File: src/rtl/shift_feed_fifo.sv
// Buffers valid/ready producer words and drains one per cycle into shift_reg as a registered we_o/data_o pair.
// Optional build macro SHIFT_FEED_FIFO_BYPASS_EN: empty-FIFO words go straight to data_o in one edge.
module shift_feed_fifo #(
  parameter int Width = 8,
  parameter int Depth = 4
) (
  input  logic                     clk_i,
  input  logic                     rst_ni,
  input  logic                     valid_i,
  output logic                     ready_o,
  input  logic [Width-1:0]         data_i,
  input  logic                     en_i,
  output logic                     we_o,
  output logic [Width-1:0]         data_o,
  output logic [$clog2(Depth):0]   count_o,
  output logic                     full_o,
  output logic                     empty_o
);

  localparam int PtrW = $clog2(Depth);
  localparam int CntW = PtrW + 1;

  logic [Width-1:0] mem [Depth];
  logic [PtrW-1:0]  wr_ptr;
  logic [PtrW-1:0]  rd_ptr;

  logic push;
  logic pop;
  logic bypass;
  logic push_mem;

  // Handshake: a word transfers on an edge where valid_i && ready_o; ready_o
  // depends only on registered count and rst_ni, never on valid_i or en_i.
  assign full_o  = (count_o == CntW'(Depth));
  assign empty_o = (count_o == '0);
  assign ready_o = rst_ni && !full_o;

  assign push = valid_i && ready_o;
  assign pop  = en_i && !empty_o;

`ifdef SHIFT_FEED_FIFO_BYPASS_EN
  assign bypass = empty_o && en_i && push;
`else
  assign bypass = 1'b0;
`endif

  // A bypassed word never touches memory, pointers or count.
  assign push_mem = push && !bypass;

  always_ff @(posedge clk_i) begin
    if (push_mem) begin
      mem[wr_ptr] <= data_i;
    end
  end

  always_ff @(posedge clk_i) begin
    if (!rst_ni) begin
      wr_ptr  <= '0;
      rd_ptr  <= '0;
      count_o <= '0;
    end else begin
      if (push_mem) begin
        wr_ptr <= wr_ptr + PtrW'(1);
      end
      if (pop) begin
        rd_ptr <= rd_ptr + PtrW'(1);
      end
      case ({push_mem, pop})
        2'b10:   count_o <= count_o + CntW'(1);
        2'b01:   count_o <= count_o - CntW'(1);
        default: count_o <= count_o;
      endcase
    end
  end

  always_ff @(posedge clk_i) begin
    if (!rst_ni) begin
      we_o   <= 1'b0;
      data_o <= '0;
    end else begin
      we_o <= pop || bypass;
      if (bypass) begin
        data_o <= data_i;
      end else if (pop) begin
        data_o <= mem[rd_ptr];
      end
    end
  end

endmodule

File: config.mk
export PLATFORM = sky130hd
export DESIGN_NAME = shift_feed_fifo
export DESIGN_NICKNAME = d
export VERILOG_FILES = /design/src/rtl/shift_feed_fifo.sv
export SDC_FILE = /design/constraint.sdc
export NUM_CORES = 1
export LEC_CHECK = 0
export ABC_AREA = 1
export ABC_CLOCK_PERIOD_IN_PS = 4300
export BUFFER_PORTS_ARGS = -buffer_cell sky130_fd_sc_hd__buf_2
export CORE_UTILIZATION = 62
export DETAILED_ROUTE_END_ITERATION = 6
export GPL_TIMING_DRIVEN = 0
export PLACE_DENSITY = 0.84
export SETUP_SLACK_MARGIN = 0.4
export SKIP_LAST_GASP = 1
export SLEW_MARGIN = 0
export SYNTH_ARGS = -nofsm -noshare
export SYNTH_HDL_FRONTEND = slang
export SYNTH_SLANG_ARGS = --single-unit
File: constraint.sdc
create_clock -name clk_i -period 4.3 [get_ports clk_i]
set_clock_uncertainty 0.05 [all_clocks]
set_input_delay 0.645 -clock clk_i [delete_from_list [all_inputs] [get_ports clk_i]]
set_output_delay 0.645 -clock clk_i [all_outputs]
set_load 0.005 [all_outputs]
==> results of run 1 <==
-- per-layer routing --
metal	routed length [um]	GRT usage (%)	vias up
li1	-	-	808
met1	1550	26.3	696
met2	1890	36.0	41
met3	198	5.47	6
met4	69	9.30	0
met5	0	0	-
-- stage by stage --
stage                     utilization [%]  total power [mW]  hold slack [ns]  setup WS [ns]  cells
after floorplan                         -             0.950            0.433           2.36    247
after global placement               72.0              1.06            0.453           2.22    318
after detailed placement             72.0              1.08            0.468           2.19    318
after CTS                            74.4              1.32            0.478           2.42    326
after global routing                 74.4              1.41            0.493           2.24    326
final                                74.4              1.31            0.475           2.43    326
-- cell usage in the layout, fill, tap and decap left out, types with 3 or more instances in the layout --
master    count
nand2_2       9
dfxtp_1      16
nand3_2       3
buf_6         3
nand3_1      18
inv_1        54
clkbuf_8      6
buf_2        25
nor2_2        7
nand2_4       4
ha_1          5
edfxtp_1     32
nor2_1       20
nand2_1      57
inv_2         3
-- layout make-up --
class | instances | area [um2]
well taps | 46 | 57.6
flip-flops and latches | 48 | 1280
repair buffers | 25 | 125
inverters | 59 | 229
clock inverters | 2 | 11.3
multi-input cells | 132 | 688
plain buffers | 8 | 97.6
clock buffers | 6 | 72.6
fillers | 275 | 880
-- path summary, 6_finish.rpt --
kind / from / to / slack (ns) / cells past startpoint
setup reg to reg: count_o[1] / count_o[2] / 2.43 / 14
setup / recovery: count_o[1] / count_o[2] / 2.43 / 14
hold / removal: wr_ptr[1] / wr_ptr[1] / 0.48 / 2
hold reg to reg: wr_ptr[1] / wr_ptr[1] / 0.48 / 2
-- critical path, cell delays in order (launching register included) --
cell and delay (ns):
dfxtp_1 0.41, nor2_4 0.06, nand2_4 0.08, nand2_4 0.06
buf_6 0.14, inv_2 0.06, ha_1 0.15, inv_1 0.07
fa_1 0.38, inv_1 0.06, nand2_1 0.04, nand3_1 0.08
nand2_1 0.06, nand2_1 0.05, nor2_1 0.03
-- power groups by stage --
stage / clock (mW) / combinational, mW / sequential (mW)
final: 0.248 / 0.481 / 0.585
after global routing: 0.276 / 0.548 / 0.591
after CTS: 0.254 / 0.484 / 0.585
after detailed placement: 0 / 0.481 / 0.596
after global placement: 0 / 0.470 / 0.593
after floorplan: 0 / 0.352 / 0.598
-- state kept, by name, summed over array words and instances (netlist names) --
| signal | cells |
|---|---|
| wr_ptr | 2 |
| rd_ptr | 2 |
| count_o | 3 |
| data_o | 8 |
| we_o | 1 |
| mem | 32 |
-- logic make-up (layout without fill, tap and decap cells) --
group                    Yosys count  count (layout)  synth area share [%]
AND/OR/NAND/NOR                  120             120                  24.9
buffers and inverters             67             100                  14.2
flip-flops                        48              48                  55.8
adder cells (fa/ha/maj)            6               6                  3.60
AO/OA/AOI/OAI                      6               6                  1.47
==> flow_summary_export.csv, run 1 <==
group,metric,value,unit
run_status,status,"finished, final reports clean",
route,remaining_drc_errors,0,
timing,rsz0062_at_grt,"no",
timing,tns,0,ns
global_routing,overflow,0,
route,dr.pass1.iters,4,
placement,port_buffers,25,
synthesis,syn_inst,247,
power_and_ir_drop,swShare,34.3,%
synthesis,synth_edf_count,32,
route,vias_per_cell,4.76,
placement,placed_cell_area,2480,um2
synthesis,netlist_top_cells_count,"nand2_1, inv_1, edfxtp_1",
cts,cts_root_buf,"clkbuf_8",
synthesis,netlist.area_leader.share,41.9,%
synthesis,syn-num-nets,265,
floorplanning,core.rowCount,21,
final_layout,num_antenna_cells,0,
floorplanning,start_util,66.7,%
route,ant_nets,0,
worst_hold_path,hp-class,"register to register",
cts,clock_path_buffers,2,
cts,cts.repair.resized,0,
power_and_ir_drop,power_frac_clock,18.9,%
timing,fmax,0.535,GHz
power_and_ir_drop,sequentialPowerShare,44.5,%
synthesis,synth-async-reset-ratio,0,%
cts,htree_levels,2,
power_and_ir_drop,power.density,513,nW/um2
synthesis,synthTopCellsByArea,"edfxtp_1, dfxtp_1, nand2_1",
timing,drv_slew,0,
critical_path,endpoint_kind,"register",
synthesis,yosysMostFrequentCell,"nand2_1",
synthesis,synth-main-ff-cell,"edfxtp_1",
global_routing,grt_usage,21.5,%
power_and_ir_drop,leakage,1.24,nW
route,wirelength,3.71,mm
critical_path,start_kind,"register",
synthesis,yosysSeqAreaShare,55.8,%
critical_path,required,4.45,ns
floorplanning,die_x,62.9,um
power_and_ir_drop,irDropWorstVdd,0.000336,V
final_layout,drive_gt1_share,24.3,%
global_routing,grt_pass1_wl,6.18,mm
floorplanning,die_h,62.9,um
synthesis,synthesis.area,2300,um2
floorplanning,io_pins,27,
synthesis,synth.distinct_cells,27,
synthesis,ys_seq_elements,48,
timing,setup_viol_count_final,0,
cts,cts_tree,"yes",
cts,cts_made_buffers,5,
critical_path,cp_max_fo,10,
synthesis,syn_avg_cell_area,9.30,um2
power_and_ir_drop,power.switching,0.451,mW
synthesis,yosys_warnings,0,
final_layout,layout.nets,297,
floorplanning,dieArea,3950,um2
floorplanning,core_area,3440,um2
timing,relSlewSlack,45.8,%
global_routing,antenna_found_initial,0,
power_and_ir_drop,share_comb_of_total_power,36.6,%
run,maxCapViolCount,0,
placement,globalplace.congestion,0.749,
route,drt_first_iter_violations,61,
placement,dp_hpwl,2.61,mm
global_routing,grt_max_degree,15,
final_layout,syn2layout_area_growth,11.6,%
cts,hold_buffers,0,
cts,clk_pin_slew,0.08,ns
cts,clock_sinks,48,
timing,finalHoldViolCount,0,
synthesis,synth_area_leader_cell,"edfxtp_1",
critical_path,crit_type,"register to register",
power_and_ir_drop,p_int,0.863,mW
route,vias,1551,
route,wire_per_inst,11.4,um
timing,worstMarginPinSlew,0.810,ns
cts,clk_latency,0.29,ns
global_routing,grt_pass1_vias,1330,
timing,post-route-min-period,1.87,ns
final_layout,final_cell_area,2560,um2
critical_path,worstPathArrival,2.02,ns
cts,cts_setup_buffers,0,
timing,period_share,43.5,%
(Power assumes the default switching activity.)
==> run 2: changes to the inputs <==
--- a/config.mk
+++ b/config.mk
@@ -6,12 +6,12 @@
 export NUM_CORES = 1
 export LEC_CHECK = 0
 export ABC_AREA = 1
-export ABC_CLOCK_PERIOD_IN_PS = 4300
+export ABC_CLOCK_PERIOD_IN_PS = 1810
 export BUFFER_PORTS_ARGS = -buffer_cell sky130_fd_sc_hd__buf_2
-export CORE_UTILIZATION = 62
+export CORE_UTILIZATION = 57
 export DETAILED_ROUTE_END_ITERATION = 6
 export GPL_TIMING_DRIVEN = 0
-export PLACE_DENSITY = 0.84
+export PLACE_DENSITY = 0.78
 export SETUP_SLACK_MARGIN = 0.4
 export SKIP_LAST_GASP = 1
 export SLEW_MARGIN = 0
==> constraint.sdc (replaced) <==
create_clock -name clk_i -period 1.81 [get_ports clk_i]
set_clock_uncertainty 0.05 [all_clocks]
set_input_delay 0.2715 -clock clk_i [delete_from_list [all_inputs] [get_ports clk_i]]
set_output_delay 0.2715 -clock clk_i [all_outputs]
set_load 0.005 [all_outputs]
==> flow_summary_export.csv, run 2 (synthesis gave the netlist of run 1 again) <==
group,metric,value,unit
critical_path,required,1.97,ns
floorplanning,die_x,65.5,um
cts,clock_sinks,48,
timing,worstMarginPinSlew,0.308,ns
floorplanning,dieArea,4290,um2
route,vias,1647,
final_layout,num_antenna_cells,0,
cts,cts_tree,"yes",
timing,period_share,97.5,%
run_status,status,"finished, final reports clean",
power_and_ir_drop,finalPower,3.69,mW
power_and_ir_drop,leakage,1.36,nW
timing,drv_slew,0,
global_routing,overflow,0,
floorplanning,core_area,3770,um2
route,wirelength,4.53,mm
placement,dp_hpwl,2.64,mm
final_layout,post-route-util,75.4,%
global_routing,grt_pass1_vias,1597,
cts,clk_latency,0.30,ns
global_routing,grt_pass1_wl,7.45,mm
floorplanning,io_pins,27,
placement,port_buffers,25,
critical_path,crit_start,"count_o[1]",
timing,finalHoldViolCount,0,
final_layout,layout.nets,314,
route,ant_nets,0,
critical_path,cp_max_fo,3,
final_layout,final_cell_area,2850,um2
run,maxCapViolCount,0,
worst_hold_path,min-delay-start,"data_i[2]",
global_routing,grt_usage,23.7,%
timing,fmax,0.567,GHz
final_layout,layout_commonest_cell,"nand2_1",
floorplanning,start_util,60.9,%
cts,hold_buffers,0,
final_layout,largestRegisters,"mem (32), data_o (8), count_o (3)",
floorplanning,core.rowCount,22,
floorplanning,die_h,65.5,um
worst_hold_path,hp-class,"input pin to register",
timing,relSlewSlack,79.3,%
power_and_ir_drop,power.density,1300,nW/um2
timing,worst_hold_slack,0.136,ns
final_layout,syn2layout_area_growth,23.9,%
timing,setup_viol_count_final,0,
final_layout,largest_reg_flops,32,
critical_path,worstPathArrival,1.92,ns
power_and_ir_drop,irDropWorstVdd,0.000687,V
final_layout,drive_gt1_share,34.3,%
route,dr.pass1.iters,4,
final_layout,layout_common_cells,"nand2_1, inv_1, edfxtp_1",
route,vias_per_cell,4.77,
cts,cts_root_buf,"clkbuf_8",
route,wire_per_inst,13.1,um
critical_path,endpoint_kind,"register",
timing,post-route-min-period,1.76,ns
critical_path,start_kind,"register",
timing,rsz0062_at_grt,"yes",
global_routing,antenna_found_initial,0,
critical_path,crit_type,"register to register",
cts,htree_levels,2,
cts,clk_pin_slew,0.09,ns
placement,dpl.cell_count,320,
placement,placed_cell_area,2510,um2
global_routing,grt_max_degree,16,
final_layout,final_cell_count_no_fill,345,
final_layout,max_flop_register,"mem",
route,drt_first_iter_violations,77,
route,remaining_drc_errors,0,
critical_path,rr_startpoint,"count_o[1]",
cts,cts_made_buffers,5,
cts,clock_path_buffers,2,
placement,globalplace.congestion,0.727,
## run 2: through the flow
step                setup WS (ns)  setup TNS, ns
floorplan                   0.156              0
global placement           0.0429              0
detailed placement         0.0622              0
CTS                         0.142              0
global route              -0.0572        -0.0572
finish                     0.0461              0
## run 2: cell type report
cell class	count	area [um2]
plain buffers	8	101
clock buffers	5	68.8
clock inverters	3	41.3
fillers	253	926
inverters	59	236
multi-input cells	132	758
flip-flops and latches	48	1290
well taps	48	60.1
repair buffers	42	292
## run 2: worst paths after layout
kind / cells after the start / endpoint / slack, ns
worst max-delay path: 12 / count_o[2] / 0.05
worst min-delay path: 1 / mem[3][2] / 0.14
worst max register to register: 12 / count_o[2] / 0.05
worst min register to register: 4 / data_o[3] / 0.48
## run 2: where the power goes
group          switching, mW  internal (mW)
Clock                  0.356          0.410
Sequential            0.0721           1.32
Combinational          0.825          0.707
Total                   1.25           2.44
## run 2: worst max-delay path: stages, from the launching register on
cell	delay, ns
dfxtp_4	0.36
nor2_4	0.16
nand2_4	0.08
nand3_4	0.09
ha_4	0.16
inv_4	0.04
fa_2	0.38
inv_2	0.07
nand2_2	0.05
nand3_2	0.07
nand2_1	0.05
nand2_1	0.05
nor2_1	0.04
## run 2: timing repair
item	4_1_cts	5_1_grt
pin swaps	10	11
setup buffers	12	5
setup endpoints to repair	37	38
resized for setup	14	6
## run 2: per-layer routing
| layer | share of wire, % | global-route usage (%) | vias up |
|---|---|---|---|
| met1 | 42 | 29.0 | 753 |
| met2 | 53 | 41.1 | 44 |
| li1 | - | - | 842 |
| met4 | 1.6 | 10.6 | 0 |
| met5 | 0 | 0 | - |
| met3 | 3.4 | 3.82 | 8 |
==> run 3: changes to the inputs <==
--- a/config.mk
+++ b/config.mk
@@ -10,8 +10,8 @@
 export BUFFER_PORTS_ARGS = -buffer_cell sky130_fd_sc_hd__buf_2
 export CORE_UTILIZATION = 57
 export DETAILED_ROUTE_END_ITERATION = 6
-export GPL_TIMING_DRIVEN = 0
 export PLACE_DENSITY = 0.78
+export REMOVE_ABC_BUFFERS = 1
 export SETUP_SLACK_MARGIN = 0.4
 export SKIP_LAST_GASP = 1
 export SLEW_MARGIN = 0
==> flow_summary_export.csv, run 3 (synthesis gave the netlist of run 1 again) <==
group,metric,value,unit
power_and_ir_drop,irDropWorstVdd,0.000721,V
placement,globalplace.congestion,0.802,
placement,port_buffers,26,
critical_path,r2r-end,"count_o[2]",
final_layout,syn2layout_area_growth,16.5,%
global_routing,use_met3,4.69,%
timing,finalHoldViolCount,0,
cts,clock_sinks,48,
route,drt_first_iter_violations,61,
critical_path,r2r_setup_slack,0.11,ns
route,vias,1547,
placement,dp_hpwl,2.42,mm
final_layout,layout_commonest_cell,"nand2_1",
cts,hold_buffers,0,
global_routing,top_usage_layer,"met2",
global_routing,overflow,0,
timing,fmax,0.587,GHz
route,ant_nets,0,
final_layout,num_antenna_cells,0,
floorplanning,core_area,3770,um2
floorplanning,io_pins,27,
power_and_ir_drop,leakage,1.28,nW
run,maxCapViolCount,0,
worst_hold_path,min-delay-start,"data_i[7]",
timing,fin_ws,0.106,ns
cts,clk_latency,0.30,ns
cts,cts_made_buffers,5,
floorplanning,die_x,65.5,um
global_routing,grt_pass1_vias,1392,
route,wire_per_inst,11.1,um
critical_path,required,1.96,ns
global_routing,grtUsageMet2,33.6,%
critical_path,endpoint_kind,"register",
cts,cts_root_buf,"clkbuf_8",
final_layout,drive_gt1_share,30.3,%
power_and_ir_drop,finalPower,3.16,mW
cts,htree_levels,2,
cts,clk_pin_slew,0.09,ns
route,dr.pass1.iters,4,
placement,placed_cell_area,2460,um2
critical_path,crit_path_top_delay_cell,"dfxtp_4",
global_routing,grt_usage,19.4,%
critical_path,worstPathArrival,1.86,ns
run_status,status,"finished, final reports clean",
final_layout,largest_reg_flops,32,
worst_hold_path,min_path_cells,1,
critical_path,critPathBufInv,2,
timing,period_share,94.2,%
global_routing,grt_max_degree,20,
timing,setup_viol_count_final,0,
final_layout,final_cell_area,2680,um2
route,vias_per_cell,4.62,
floorplanning,core.rowCount,22,
timing,post-route-min-period,1.70,ns
final_layout,largestRegisters,"mem (32), data_o (8), count_o (3)",
floorplanning,die_h,65.5,um
global_routing,grtUsageMet1,23.7,%
critical_path,cpPeakStageDelay,0.37,ns
route,wirelength,3.72,mm
worst_hold_path,hp-class,"input pin to register",
route,remaining_drc_errors,0,
cts,clock_path_buffers,2,
final_layout,layout.nets,304,
critical_path,start_kind,"register",
global_routing,grt_pass1_wl,6.18,mm
critical_path,path_cells,"nor2_4 > nand2_2 > nand3_4 > ha_4 > inv_2 > fa_2 > inv_1 > nand2_1 > nand3_2 > nand2_1 > nand2_1 > nor2_1",
critical_path,crit_type,"register to register",
global_routing,antenna_found_initial,0,
final_layout,max_flop_register,"mem",
critical_path,crit_top_cell,"nand2_1",
critical_path,cp_max_fo,4,
timing,relSlewSlack,80.0,%
placement,dp_slack,0.0238,ns
timing,rsz0062_at_grt,"yes",
floorplanning,dieArea,4290,um2
final_layout,layout_common_cells,"nand2_1, inv_1, edfxtp_1",
cts,cts_tree,"yes",
power_and_ir_drop,power.density,1180,nW/um2
timing,tns,0,ns
critical_path,rr_startpoint,"count_o[1]",
critical_path,r2r_cells,12,
critical_path,crit_family,"simple AND/OR/NAND/NOR gates",
timing,worstMarginPinSlew,0.299,ns
floorplanning,start_util,60.9,%
worst_hold_path,hold_end,"mem[0][7]",
timing,drv_slew,0,
==> run 3: area by class of cell <==
cell class | count | area (um2)
Timing Repair Buffer | 40 | 265
Clock buffer | 6 | 72.6
Sequential cell | 48 | 1290
Inverter | 59 | 229
Tap cell | 48 | 60.1
Fill cell | 277 | 1100
Clock inverter | 2 | 12.5
Multi-Input combinational cell | 132 | 748
==> run 3: report_power, final <==
group          internal [mW]  total, mW  switching, mW
combinational          0.463       1.15          0.687
clock                  0.271      0.610          0.339
sequential              1.32       1.40         0.0782
total                   2.05       3.16           1.10
==> run 3: layer usage <==
metal	part of all wire [%]	up-vias	routed length, um
met1	45	681	1660
met5	0	-	0
met3	3.8	7	143
met4	1.5	0	57
met2	50	35	1860
li1	-	824	-
==> run 3: what timing repair did <==
| item | in CTS | in global routing |
|---|---|---|
| endpoints found under the setup margin | 35 | 38 |
| resized for setup | 22 | 5 |
| buffers inserted | 2 | 2 |
| pin swaps | 4 | 9 |
==> run 3: worst max-delay path by stage <==
stage / start / cells past startpoint / slack, ns / end
final: count_o[1] / 12 / 0.11 / count_o[2]
after detailed placement: count_o[0] / 12 / 0.02 / count_o[2]
after global routing: count_o[0] / 12 / 0.006 / count_o[2]
after floorplan: count_o[1] / 13 / 0.09 / count_o[2]
after global placement: count_o[0] / 12 / 0.10 / count_o[2]
after CTS: count_o[1] / 12 / 0.13 / count_o[2]
==> run 3: through the flow <==
stage,utilization (%),std cells,hold slack [ns]
4_1_cts,70.0,333,0.133
6_report,70.9,335,0.136
2_1_floorplan,-,239,0.320
3_3_place_gp,65.3,323,0.432
5_1_grt,70.9,335,0.133
3_5_place_dp,65.3,323,0.436
